===== src/rtl/branch_hazard_stall_unit_pkg.sv =====
// Shared constants for the ID-stage branch hazard controller: FSM encoding
// and per-producer stall costs.
package branch_hazard_stall_unit_pkg;

   typedef enum logic {
      ST_IDLE = 1'b0,
      ST_HOLD = 1'b1
   } state_t;

   localparam int COST_W = 2;

   localparam logic [COST_W-1:0] STALL_NONE     = 2'd0;
   localparam logic [COST_W-1:0] STALL_EX_LOAD  = 2'd2;
   localparam logic [COST_W-1:0] STALL_EX_ALU   = 2'd1;
   localparam logic [COST_W-1:0] STALL_MEM_LOAD = 2'd1;

   function automatic logic [COST_W-1:0] cost_max(input logic [COST_W-1:0] a,
                                                  input logic [COST_W-1:0] b);
      return (a > b) ? a : b;
   endfunction

endpackage


===== src/rtl/branch_hazard_stall_unit_dep_cost.sv =====
// Stall cost of one branch source register against the EX and MEM producers.
// A WB producer never costs anything because the register file writes before it reads.
module branch_dep_cost
   import branch_hazard_stall_unit_pkg::*;
#(
   parameter int REG_AW = 5
) (
   input  logic              i_check,
   input  logic [REG_AW-1:0] i_src,
   input  logic [REG_AW-1:0] i_ex_rw,
   input  logic              i_ex_regwr,
   input  logic              i_ex_memtoreg,
   input  logic [REG_AW-1:0] i_mem_rw,
   input  logic              i_mem_regwr,
   input  logic              i_mem_memtoreg,
   output logic [COST_W-1:0] o_cost
);

   logic w_ex_match;
   logic w_mem_match;
   logic [COST_W-1:0] w_ex_cost;
   logic [COST_W-1:0] w_mem_cost;

   // Register 0 is hardwired, so a producer targeting it is never a dependence.
   assign w_ex_match  = i_check && i_ex_regwr  && (i_ex_rw  != '0) && (i_ex_rw  == i_src);
   assign w_mem_match = i_check && i_mem_regwr && (i_mem_rw != '0) && (i_mem_rw == i_src);

   always_comb begin
      w_ex_cost  = STALL_NONE;
      w_mem_cost = STALL_NONE;
      if (w_ex_match)
         w_ex_cost = i_ex_memtoreg ? STALL_EX_LOAD : STALL_EX_ALU;
      if (w_mem_match && i_mem_memtoreg)
         w_mem_cost = STALL_MEM_LOAD;
   end

   assign o_cost = cost_max(w_ex_cost, w_mem_cost);

endmodule


===== src/rtl/branch_hazard_stall_unit.sv =====
// ID-stage stall controller for ID-resolved branches: freezes PC/IF-ID and
// bubbles ID/EX until both branch operands are forwardable from MEM or the regfile.
module branch_hazard_stall_unit
   import branch_hazard_stall_unit_pkg::*;
#(
   parameter int REG_AW = 5,
   parameter int CNT_W  = 2
) (
   input  logic              clk,
   input  logic              rst,
   input  logic              ID_Branch,
   input  logic              ID_BranchTaken,
   input  logic [REG_AW-1:0] ID_Ra,
   input  logic [REG_AW-1:0] ID_Rb,
   input  logic [REG_AW-1:0] EX_Rw,
   input  logic              EX_RegWr,
   input  logic              EX_MemtoReg,
   input  logic [REG_AW-1:0] Mem_Rw,
   input  logic              Mem_RegWr,
   input  logic              Mem_MemtoReg,
   output logic              PC_Write,
   output logic              IFID_Write,
   output logic              IDEX_Bubble,
   output logic              BranchReady,
   output logic              IF_Flush,
   output logic [CNT_W-1:0]  StallCnt
);

   localparam logic [CNT_W-1:0] CNT_ONE = {{(CNT_W-1){1'b0}}, 1'b1};

   state_t            r_state;
   state_t            w_state_nxt;
   logic [CNT_W-1:0]  r_cnt;
   logic [CNT_W-1:0]  w_cnt_nxt;
   logic [COST_W-1:0] w_cost_a;
   logic [COST_W-1:0] w_cost_b;
   logic [COST_W-1:0] w_need;
   logic [COST_W-1:0] w_need_m1;

   branch_dep_cost #(.REG_AW(REG_AW)) u_cost_a (
      .i_check        (ID_Branch),
      .i_src          (ID_Ra),
      .i_ex_rw        (EX_Rw),
      .i_ex_regwr     (EX_RegWr),
      .i_ex_memtoreg  (EX_MemtoReg),
      .i_mem_rw       (Mem_Rw),
      .i_mem_regwr    (Mem_RegWr),
      .i_mem_memtoreg (Mem_MemtoReg),
      .o_cost         (w_cost_a)
   );

   branch_dep_cost #(.REG_AW(REG_AW)) u_cost_b (
      .i_check        (ID_Branch),
      .i_src          (ID_Rb),
      .i_ex_rw        (EX_Rw),
      .i_ex_regwr     (EX_RegWr),
      .i_ex_memtoreg  (EX_MemtoReg),
      .i_mem_rw       (Mem_Rw),
      .i_mem_regwr    (Mem_RegWr),
      .i_mem_memtoreg (Mem_MemtoReg),
      .o_cost         (w_cost_b)
   );

   assign w_need    = cost_max(w_cost_a, w_cost_b);
   assign w_need_m1 = w_need - 2'd1;

   always_ff @(posedge clk) begin
      if (rst) begin
         r_state <= ST_IDLE;
         r_cnt   <= '0;
      end else begin
         r_state <= w_state_nxt;
         r_cnt   <= w_cnt_nxt;
      end
   end

   always_comb begin
      w_state_nxt = r_state;
      w_cnt_nxt   = r_cnt;
      PC_Write    = 1'b1;
      IFID_Write  = 1'b1;
      IDEX_Bubble = 1'b0;
      BranchReady = 1'b0;
      StallCnt    = '0;
      if (!rst) begin
         case (r_state)
            ST_IDLE: begin
               if (w_need == STALL_NONE) begin
                  BranchReady = ID_Branch;
               end else begin
                  PC_Write    = 1'b0;
                  IFID_Write  = 1'b0;
                  IDEX_Bubble = 1'b1;
                  StallCnt    = CNT_W'(w_need_m1);
                  // A one-cycle need is re-evaluated from IDLE next cycle instead of holding.
                  if (w_need > 2'd1) begin
                     w_state_nxt = ST_HOLD;
                     w_cnt_nxt   = CNT_W'(w_need_m1);
                  end
               end
            end
            ST_HOLD: begin
               PC_Write    = 1'b0;
               IFID_Write  = 1'b0;
               IDEX_Bubble = 1'b1;
               StallCnt    = r_cnt - CNT_ONE;
               w_cnt_nxt   = r_cnt - CNT_ONE;
               if (r_cnt == CNT_ONE)
                  w_state_nxt = ST_IDLE;
            end
            default: begin
               w_state_nxt = ST_IDLE;
               w_cnt_nxt   = '0;
            end
         endcase
      end
   end

   assign IF_Flush = BranchReady & ID_BranchTaken;

endmodule


===== config.mk =====
export PLATFORM = sky130hd
export DESIGN_NAME = branch_hazard_stall_unit
export DESIGN_NICKNAME = d
export VERILOG_FILES = /design/src/rtl/branch_hazard_stall_unit_pkg.sv /design/src/rtl/branch_hazard_stall_unit_dep_cost.sv /design/src/rtl/branch_hazard_stall_unit.sv
export SDC_FILE = /design/constraint.sdc
export NUM_CORES = 1
export LEC_CHECK = 0
export CORE_UTILIZATION = 42
export DETAILED_ROUTE_END_ITERATION = 8
export PLACE_DENSITY = 0.85
export SETUP_SLACK_MARGIN = 0.2
export SLEW_MARGIN = 25
export SYNTH_ARGS = -nofsm -noshare
export SYNTH_HDL_FRONTEND = slang
export SYNTH_SLANG_ARGS = --single-unit

===== constraint.sdc =====
create_clock -name clk -period 8 [get_ports clk]
set_input_delay 0.8 -clock clk [delete_from_list [all_inputs] [get_ports clk]]
set_output_delay 0.8 -clock clk [all_outputs]
set_load 0.01 [all_outputs]

After elaboration in Yosys (flattened, before gate mapping)
Index checks and enable logic that the tools add are counted.
{"block": "word_totals", "wordCells": 58, "in_bits": 28, "ff_bits": 3, "out_inout_bits": 7}
{"block": "classes", "n_mux": 27, "magnitude_cmp": 4, "n_addsub": 2, "bitwise": 2, "reduce_logical": 14, "eq_ne": 7}
{"op": "== test 5 bit", "count": 4}
{"op": "two-way mux 2 bit", "count": 10}
{"op": "two-way mux 1 bit", "count": 12}
{"op": "logical AND 1 bit", "count": 10}
{"op": "nonzero test 5 bit", "count": 2}
{"op": "case mux 2 bit (2 select lines)", "count": 2}
{"op": "case mux 1 bit (2 select lines)", "count": 3}
{"op": "> comparator 2 x 1 -> 1 bit", "count": 2}
{"op": "!= test 2 bit (second input constant)", "count": 2}
{"op": "subtractor 2 x 1 -> 2 bit (second input constant)", "count": 2}
{"op": "== test 2 x 1 -> 1 bit (second input constant)", "count": 1}
{"op": "> comparator 2 x 1 -> 1 bit (second input constant)", "count": 1}
{"op": "> comparator 2 bit", "count": 1}
{"op": "zero test 2 bit", "count": 1}
{"op": "AND reduction 2 bit", "count": 1}
{"op": "AND 1 bit", "count": 1}
{"op": "inverter 1 bit", "count": 1}

Longest topological paths before layout
Gate-level depths: netlist of the first run.
{"block": "logic_depth", "ltp_word": 14, "ltp_mapped": 17, "depth_no_buf": 17}

Cells and area by module
A second synthesis of the first run with hierarchy kept.
{"block": "unflattened", "hier_cells": 96, "hier_area_um2": 708.2}
{"module": "branch_hazard_stall_unit", "instances": 1, "seq_area_each_um2": 60.1, "cells_each": 46, "area_per_inst_um2": 360.3}
{"module": "branch_dep_cost", "instances": 2, "seq_area_each_um2": 0.0, "cells_each": 25, "area_per_inst_um2": 173.9}

Worst setup path before layout of the first run
Ideal clock, no wire load.
{"block": "synth_path", "kind": "in2out", "start": "input port EX_Rw[0]", "end": "output port IF_Flush", "path_stages": 15, "t_arrival_ps": 4166, "path_buffers": 0, "required_ps": 7200, "setup_slack_ps": 3034, "path_cell_list": "or4_4 > nor2_2 > nor4_2 > or4_4 > a21boi_0 > ha_1 > inv_1 > o22ai_1 > and2_1 > a22oi_1 > o211ai_1 > inv_1 > ha_1 > nor4bb_1 > and2_1"}
{"block": "synth_via", "elab_chain_len": 13, "elab_cells_between_ends": 19, "classes_between": "order compare (3); eq/ne (2); mux (8); bitwise (1); reduce/logical (5)"}
{"element": "start: declaration", "line_no": "branch_hazard_stall_unit.sv:15", "text": "input logic [REG_AW-1:0] EX_Rw,"}
{"element": "nonzero test 5 bit", "line_no": "branch_hazard_stall_unit_dep_cost.sv:25", "text": "assign w_ex_match = i_check && i_ex_regwr && (i_ex_rw != '0) && (i_ex_rw == i_src);"}
{"element": "logical AND 1 bit (2 in series)", "line_no": "branch_hazard_stall_unit_dep_cost.sv:25"}
{"element": "two-way mux 2 bit", "line_no": "branch_hazard_stall_unit_dep_cost.sv:31", "text": "if (w_ex_match)"}
{"element": "> comparator 2 x 1 -> 1 bit", "line_no": "branch_hazard_stall_unit_pkg.sv:19", "text": "return (a > b) ? a : b;"}
{"element": "two-way mux 2 bit", "line_no": "branch_hazard_stall_unit_pkg.sv:19"}
{"element": "> comparator 2 bit", "line_no": "branch_hazard_stall_unit_pkg.sv:19"}
{"element": "two-way mux 2 bit *", "line_no": "branch_hazard_stall_unit_pkg.sv:19"}
{"element": "zero test 2 bit *", "line_no": "branch_hazard_stall_unit.sv:88", "text": "if (w_need == STALL_NONE) begin"}
{"element": "two-way mux 1 bit *", "line_no": "branch_hazard_stall_unit.sv:88"}
{"element": "two-way mux 1 bit *", "line_no": "branch_hazard_stall_unit.sv:86", "text": "case (r_state)"}
{"element": "two-way mux 1 bit *", "line_no": "branch_hazard_stall_unit.sv:85", "text": "if (!rst) begin"}
{"element": "net BranchReady", "line_no": "branch_hazard_stall_unit.sv:24", "text": "output logic BranchReady,"}
{"element": "AND 1 bit *", "line_no": "branch_hazard_stall_unit.sv:119", "text": "assign IF_Flush = BranchReady & ID_BranchTaken;"}
{"element": "end: declaration", "line_no": "branch_hazard_stall_unit.sv:25", "text": "output logic IF_Flush,"}
Mark *: on every way through the listed nets, which the timed path passes. The rest lies on a longest branch.

Worst setup path in the final report of the first run
{"block": "layout_path", "start": "input port EX_Rw[0]", "end": "output port IF_Flush"}
{"block": "layout_via", "elab_chain_len": 13, "elab_cells_between_ends": 19, "classes_between": "order compare (3); eq/ne (2); mux (8); bitwise (1); reduce/logical (5)"}
{"element": "nonzero test 5 bit", "line_no": "branch_hazard_stall_unit_dep_cost.sv:25"}
{"element": "logical AND 1 bit (2 in series)", "line_no": "branch_hazard_stall_unit_dep_cost.sv:25"}
{"element": "two-way mux 2 bit", "line_no": "branch_hazard_stall_unit_dep_cost.sv:31"}
{"element": "> comparator 2 x 1 -> 1 bit", "line_no": "branch_hazard_stall_unit_pkg.sv:19"}
{"element": "two-way mux 2 bit", "line_no": "branch_hazard_stall_unit_pkg.sv:19"}
{"element": "> comparator 2 bit", "line_no": "branch_hazard_stall_unit_pkg.sv:19"}
{"element": "two-way mux 2 bit *", "line_no": "branch_hazard_stall_unit_pkg.sv:19"}
{"element": "zero test 2 bit *", "line_no": "branch_hazard_stall_unit.sv:88"}
{"element": "two-way mux 1 bit *", "line_no": "branch_hazard_stall_unit.sv:88"}
{"element": "two-way mux 1 bit *", "line_no": "branch_hazard_stall_unit.sv:86"}
{"element": "two-way mux 1 bit *", "line_no": "branch_hazard_stall_unit.sv:85"}
{"element": "AND 1 bit *", "line_no": "branch_hazard_stall_unit.sv:119"}
Every way passes the cells marked *; elsewhere a longest branch is shown, timed or not.

==> impl_summary.log, run 1 <==
INFO  metric via_count = 750
INFO  metric initial_utilization = 48.1%
INFO  metric grt_antenna_before_repair = 0
INFO  metric regToRegSetupSlack = 7040 ps
INFO  metric area.growth.synth_to_final = 56.9%
INFO  metric synthesis.instances = 87
INFO  metric grtUsageTotal = 20.4%
INFO  metric finalCriticalPeriod = 5930 ps
INFO  metric cts_num_sinks = 3
INFO  metric ys_async_sr_fraction = 0%
INFO  metric regToRegStartpoint = r_state
INFO  metric area_of_combinational_cells_with_multiple_inputs = 567 sq um
INFO  metric placement.io_buffers = 34
INFO  metric synth_area = 664 sq um
INFO  metric cts.repair_timing.setup_buffer_count = 0
INFO  metric synth.lib_cells_used.distinct = 34
INFO  metric cts_inserted_buffers = 3
INFO  metric layout.cells.most_common_list = clkdlybuf4s50_1, xnor2_1, nand2_1
INFO  metric slowest_delay = 560 ps
INFO  metric unrepaired_setup_endpoints_after_global_routing = false
INFO  metric worst-endpoint-arrival = 5130 ps
INFO  metric die_height = 41.8 microns
INFO  metric routability_cong = 0.826
INFO  metric routed_wirelength = 1.57 mm
INFO  metric synth.top_cell.area_share = 19.8%
INFO  metric cts_root_buf = clkbuf_4
INFO  metric setup_total_negative_slack = 0 ps
INFO  metric place.detailed.hpwl = 1.36 mm
INFO  metric synth_xor_xnor_area_share = 26.4%
INFO  metric hold_viol_final = 0
INFO  metric clock_latency_on_the_worst_skew_pair = 250 ps
INFO  metric cts-hold-fix-buffers = 0
INFO  metric synth-adder-area-share = 15.1%
INFO  metric drc = 0
INFO  metric min_from = r_cnt[0]
INFO  metric seq_area = 60.1 sq um
INFO  metric crit_required = 7200 ps
INFO  metric maximum_number_of_pins_on_one_net_before_global_route_repair = 8
INFO  metric residual_overflow_from_global_routing = 0
INFO  metric crit_chain = clkdlybuf4s50_1 -> or4_4 -> nor2_2 -> nor4_2 -> or4_4 -> a21boi_0 -> ha_1 -> inv_1 -> o22ai_1 -> or3b_2 -> o211ai_1 -> inv_1 -> ha_1 -> nor4bb_1 -> and2_1 -> clkdlybuf4s50_1
INFO  metric post_synth.cell_area_avg = 7.64 sq um
INFO  metric fmax = 169 MHz
INFO  metric floorplan.rows = 13
INFO  metric timing_max_transition_violations_final = 0
INFO  metric synth.mux.area_fraction = 1.51%
INFO  metric power.total = 0.0785 mW
INFO  metric worst_slew_margin_rel = 55.9%
INFO  metric avgRoutedWirePerCell = 11.3 microns
INFO  metric timing.final.setup_violations = 0
INFO  metric startpoint_type = input pin
INFO  metric worstHoldPathCells = 2
INFO  metric crit_path_top_delay_cell = or4_4
INFO  metric power_density = 75.3 mW/mm^2
INFO  metric clk_transition_reported_paths = 40 ps
INFO  metric final_common_cell = clkdlybuf4s50_1
INFO  metric drtPass1Iterations = 4
INFO  metric ant_nets = 0
INFO  metric synth-seq-area-share = 9.04%
INFO  metric detail_route.iter0.violations = 20
INFO  metric worst_pin_slew = 656 ps
INFO  metric path_buf_inv = 4
INFO  metric hold_path.class = flop to flop
INFO  metric die_w = 41.8 microns
INFO  metric ir_worst_vdd = 0.0483 mV
INFO  metric synth-compound-area-share = 13.0%
INFO  metric worst-setup-path-type = input pin to output pin
INFO  metric clock-skew-final = 4.20 ps
INFO  metric crit_path_max_fanout = 5
INFO  metric netlist.top_cell.by_area = xnor2_1
INFO  metric status = completed
INFO  metric crit_start = EX_Rw[0]
INFO  metric postSynthNetCount = 123
INFO  metric die_area = 0.00174 sq mm
INFO  metric tritoncts = done
INFO  metric vias_per_cell = 5.40
INFO  metric cts_repair_resize_count = 0
INFO  metric worst_r2r_endpoint = r_cnt[0]
INFO  metric num_antenna_cells = 0
INFO  metric fillerInstances = 103
INFO  metric power_leakage = 0.394 nW
INFO  metric grt_pass1_wl = 2.71 mm
INFO  metric synth_ff_type = dfxtp_1
INFO  metric coreArea = 0.00138 sq mm
INFO  metric combinational_family_with_the_most_area_after_synthesis = simple AND/OR/NAND/NOR gates
INFO  metric reg2regPathDepth = 3
INFO  metric yosys_warnings = 0
INFO  metric synth_enable_flop_cells = 0
INFO  metric cp-end-kind = output pin
INFO  metric post_route_cells_drive_above_1_share = 6.45%
INFO  metric min_delay_worst_endpoint = r_cnt[0]
INFO  metric drv.max_cap_violation_count = 0
INFO  metric max-clock-path-buffers = 2
INFO  metric cts_max_level = 1
INFO  metric main_area_contributors_after_synthesis = xnor2_1, ha_1, dfxtp_1
INFO  metric vias_in_the_first_global_route = 657
INFO  metric yosys.area_share.simple = 29.4%
INFO  metric finalNetCount = 161
INFO  metric layout_worst_path_cycle_share = 74.1%
INFO  metric worst_path_dominant_cell_family = simple AND/OR/NAND/NOR gates
INFO  metric ioPinCount = 35
INFO  metric ys_seq_elements = 3
[sequential cells by signal, indices dropped and copies added (netlist names)]
register / flops
r_cnt: 2
r_state: 1
[layout make-up]
cell class              instances  share of cell area (%)
well taps                      15                    1.80
repair buffers                 34                    32.7
clock buffers                   4                    2.52
inverters                       8                    2.88
flip-flops and latches          3                    5.76
multi-input cells              75                    54.4
[per-layer routing]
| metal | share of wire [%] | wire, microns | GRT usage [%] | vias to the layer above |
|---|---|---|---|---|
| li1 | - | - | - | 378 |
| met1 | 41 | 636 | 21.0 | 336 |
| met2 | 51 | 796 | 35.6 | 31 |
| met3 | 6.1 | 95 | 6.96 | 5 |
| met4 | 2.6 | 40 | 11.6 | 0 |
| met5 | 0 | 0 | 0 | - |
[worst max path at each step]
stage | end | cells after the start
after detailed placement | IF_Flush | 17
after CTS | IF_Flush | 17
final | IF_Flush | 16
after floorplan | IF_Flush | 15
after global placement | IF_Flush | 16
after global routing | IF_Flush | 17
[where the power goes]
group	switching (mW)	total, mW	leakage, nW	internal (mW)
clock	0.00987	0.0287	0.0150	0.0188
sequential	0.000192	0.0154	0.0242	0.0152
combinational	0.0129	0.0344	0.355	0.0215
[cells by family (layout without fill, tap and decap cells)]
group	Yosys count	after routing
AO/OA/AOI/OAI	13	13
XOR/XNOR	20	20
adder cells (fa/ha/maj)	8	8
buffers and inverters	9	46
flip-flops	3	3
multiplexers	1	1
AND/OR/NAND/NOR	33	33
[worst register-to-register path: stages, from the launching register on]
cell       delay (ps)
dfxtp_1           350
nor3_1            160
o2111ai_1         140
a31oi_1           230
[Yosys cell counts, types with 2 or more instances]
| master | n |
|---|---|
| dfxtp_1 | 3 |
| o211ai_1 | 2 |
| nand2_1 | 10 |
| a21oi_1 | 3 |
| inv_1 | 8 |
| or4_1 | 2 |
| ha_1 | 8 |
| or4_4 | 2 |
| and2_1 | 2 |
| xnor2_1 | 15 |
| xor2_1 | 5 |
| nor2_1 | 3 |
| nand3_1 | 3 |
[stage by stage]
stage	util, %	hold WS, ps	instance area [sq um]	instances	worst slack [ps]
5_1_grt	75.4	601	1040	139	1780
3_5_place_dp	73.5	549	1020	135	2070
2_1_floorplan	-	482	664	87	3030
3_3_place_gp	73.5	544	1020	135	2170
4_1_cts	75.4	555	1040	139	2070
6_report	75.4	563	1040	139	2070
Power figures use the tool's default switching activity.
==> inputs of run 2 (changes only) <==
--- a/config.mk
+++ b/config.mk
@@ -5,9 +5,9 @@
 export SDC_FILE = /design/constraint.sdc
 export NUM_CORES = 1
 export LEC_CHECK = 0
-export CORE_UTILIZATION = 42
+export CORE_UTILIZATION = 35
 export DETAILED_ROUTE_END_ITERATION = 8
-export PLACE_DENSITY = 0.85
+export PLACE_DENSITY = 0.75
 export SETUP_SLACK_MARGIN = 0.2
 export SLEW_MARGIN = 25
 export SYNTH_ARGS = -nofsm -noshare
==> constraint.sdc (replaced) <==
create_clock -name clk -period 5.02 [get_ports clk]
set_input_delay 0.502 -clock clk [delete_from_list [all_inputs] [get_ports clk]]
set_output_delay 0.502 -clock clk [all_outputs]
set_load 0.01 [all_outputs]
==> impl_summary.log, run 2 (synthesis results as in run 1) <==
INFO  metric max-clock-path-buffers = 2
INFO  metric post_route_cells_drive_above_1_share = 22.5%
INFO  metric ant_nets = 0
INFO  metric route.met2.wl = 993 microns
INFO  metric num_antenna_cells = 0
INFO  metric worst-setup-path-type = input pin to output pin
INFO  metric topmost_layer_with_routed_signal_wires = met4
INFO  metric layout.core_utilization = 67.7%
INFO  metric cts_max_level = 1
INFO  metric worst-endpoint-arrival = 4150 ps
INFO  metric place.detailed.hpwl = 1.51 mm
INFO  metric coreArea = 0.00175 sq mm
INFO  metric die_area = 0.00208 sq mm
INFO  metric regMostFlops = r_cnt
INFO  metric clock_latency_on_the_worst_skew_pair = 230 ps
INFO  metric fillerInstances = 153
INFO  metric crit_chain = clkdlybuf4s50_1 -> or4_4 -> nor2_4 -> nor4_2 -> or4_4 -> a21boi_0 -> ha_1 -> inv_1 -> o22ai_2 -> or3b_4 -> o211ai_1 -> inv_1 -> ha_2 -> nor4bb_4 -> dlygate4sd2_1
INFO  metric die_height = 45.6 microns
INFO  metric cp-end-kind = output pin
INFO  metric crit_required = 4520 ps
INFO  metric status = completed
INFO  metric final_common_cell = clkdlybuf4s50_1
INFO  metric setup_total_negative_slack = 0 ps
INFO  metric p_int = 0.0919 mW
INFO  metric crit_path_top_delay_cell = or4_4
INFO  metric place_ws = -142 ps
INFO  metric fin_ws = 371 ps
INFO  metric ioPinCount = 35
INFO  metric ir_worst_vdd = 0.0829 mV
INFO  metric path_buf_inv = 4
INFO  metric layout_worst_path_cycle_share = 92.6%
INFO  metric reg.largest.list = r_cnt: 2 flops, r_state: 1 flops
INFO  metric drtPass1Iterations = 4
INFO  metric post_layout_nonfiller_instances = 163
INFO  metric timing.final.setup_violations = 0
INFO  metric drc = 0
INFO  metric power_frac_comb = 47.2%
INFO  metric placement.io_buffers = 34
INFO  metric cts_inserted_buffers = 3
INFO  metric cts_num_sinks = 3
INFO  metric routability_cong = 0.831
INFO  metric clk_transition_reported_paths = 40 ps
INFO  metric finalCriticalPeriod = 4650 ps
INFO  metric slowest_delay = 550 ps
INFO  metric crit_path_max_fanout = 4
INFO  metric cts-hold-fix-buffers = 0
INFO  metric vias_per_cell = 4.88
INFO  metric fmax = 215 MHz
INFO  metric fin_worst_hold_slack = 522 ps
INFO  metric switchingPower = 0.0356 mW
INFO  metric tritoncts = done
INFO  metric regToRegSetupSlack = 4070 ps
INFO  metric initial_utilization = 38.1%
INFO  metric worst_path_dominant_cell_family = simple AND/OR/NAND/NOR gates
INFO  metric startpoint_type = input pin
INFO  metric drv.max_cap_violation_count = 0
INFO  metric routed_wirelength = 1.69 mm
INFO  metric power_frac_seq = 19.3%
INFO  metric grt_pass1_wl = 2.87 mm
INFO  metric power.share.switching = 27.9%
INFO  metric detail_route.iter0.violations = 7
INFO  metric placed_cell_area = 0.00113 sq mm
INFO  metric unrepaired_setup_endpoints_after_global_routing = true
INFO  metric power_leakage = 0.473 nW
INFO  metric vias_in_the_first_global_route = 799
INFO  metric post-route-cell-area = 0.00118 sq mm
INFO  metric power.total = 0.128 mW
INFO  metric grt_antenna_before_repair = 0
INFO  metric residual_overflow_from_global_routing = 0
INFO  metric hold_viol_final = 0
INFO  metric placed_cells_incl_taps = 158
INFO  metric layout.cells.most_common_list = clkdlybuf4s50_1, xnor2_1, buf_4
INFO  metric timing_max_transition_violations_final = 0
INFO  metric maximum_number_of_pins_on_one_net_before_global_route_repair = 8
INFO  metric grtUsageTotal = 18.7%
INFO  metric avgRoutedWirePerCell = 10.4 microns
INFO  metric area.growth.synth_to_final = 77.8%
INFO  metric power_density = 108 mW/mm^2
INFO  metric worst_pin_slew = 509 ps
INFO  metric floorplan.rows = 15
INFO  metric die_w = 45.6 microns
INFO  metric clock-skew-final = 1.07 ps
INFO  metric dr_wl_met3 = 69 microns
INFO  metric finalNetCount = 175
INFO  metric power_frac_clock = 33.5%
INFO  metric largest_register_ff_count = 2
INFO  metric via_count = 796
INFO  metric wl_met1 = 594 microns
INFO  metric cts_root_buf = clkbuf_4
INFO  metric hold_path.class = flop to flop
INFO  metric worst_slew_margin_rel = 65.8%
-- run 2: worst register-to-register path: cells and delay by family, from the launching register on --
kind	cells	cell delay, ps
flops	1	480
buf+inv	1	150
compound gates	2	190
-- run 2: final timing paths --
kind,start,end,cells after the start
worst max register to register,r_state,r_cnt[1],3
worst min-delay path,r_cnt[0],r_cnt[0],2
worst min register to register,r_cnt[0],r_cnt[0],2
worst max-delay path,EX_Rw[0],BranchReady,15
-- run 2: layer usage --
| metal | vias to the layer above | track usage, % |
|---|---|---|
| li1 | 405 | - |
| met1 | 359 | 17.0 |
| met2 | 28 | 40.6 |
| met3 | 4 | 2.38 |
| met4 | 0 | 5.45 |
| met5 | - | 0 |
-- run 2: power groups by stage --
stage               registers, mW  clock network (mW)  logic, mW
floorplan                  0.0249                   0     0.0218
global placement           0.0250                   0     0.0584
detailed placement         0.0250                   0     0.0596
CTS                        0.0246              0.0430     0.0601
global route               0.0246              0.0454     0.0658
finish                     0.0246              0.0427     0.0602
-- run 2: area by class of cell --
class	instances	area (sq um)	area share, %
Multi-Input combinational cell	75	609	51.6
Tap cell	25	31.3	2.65
Clock buffer	4	26.3	2.22
Timing Repair Buffer	48	424	35.9
Inverter	8	30.0	2.54
Sequential cell	3	60.1	5.08
-- run 2: repair_timing --
action	CTS	global route
buffers inserted	0	1
setup endpoints to repair	7	7
resized for setup	11	14
pin swaps	0	3
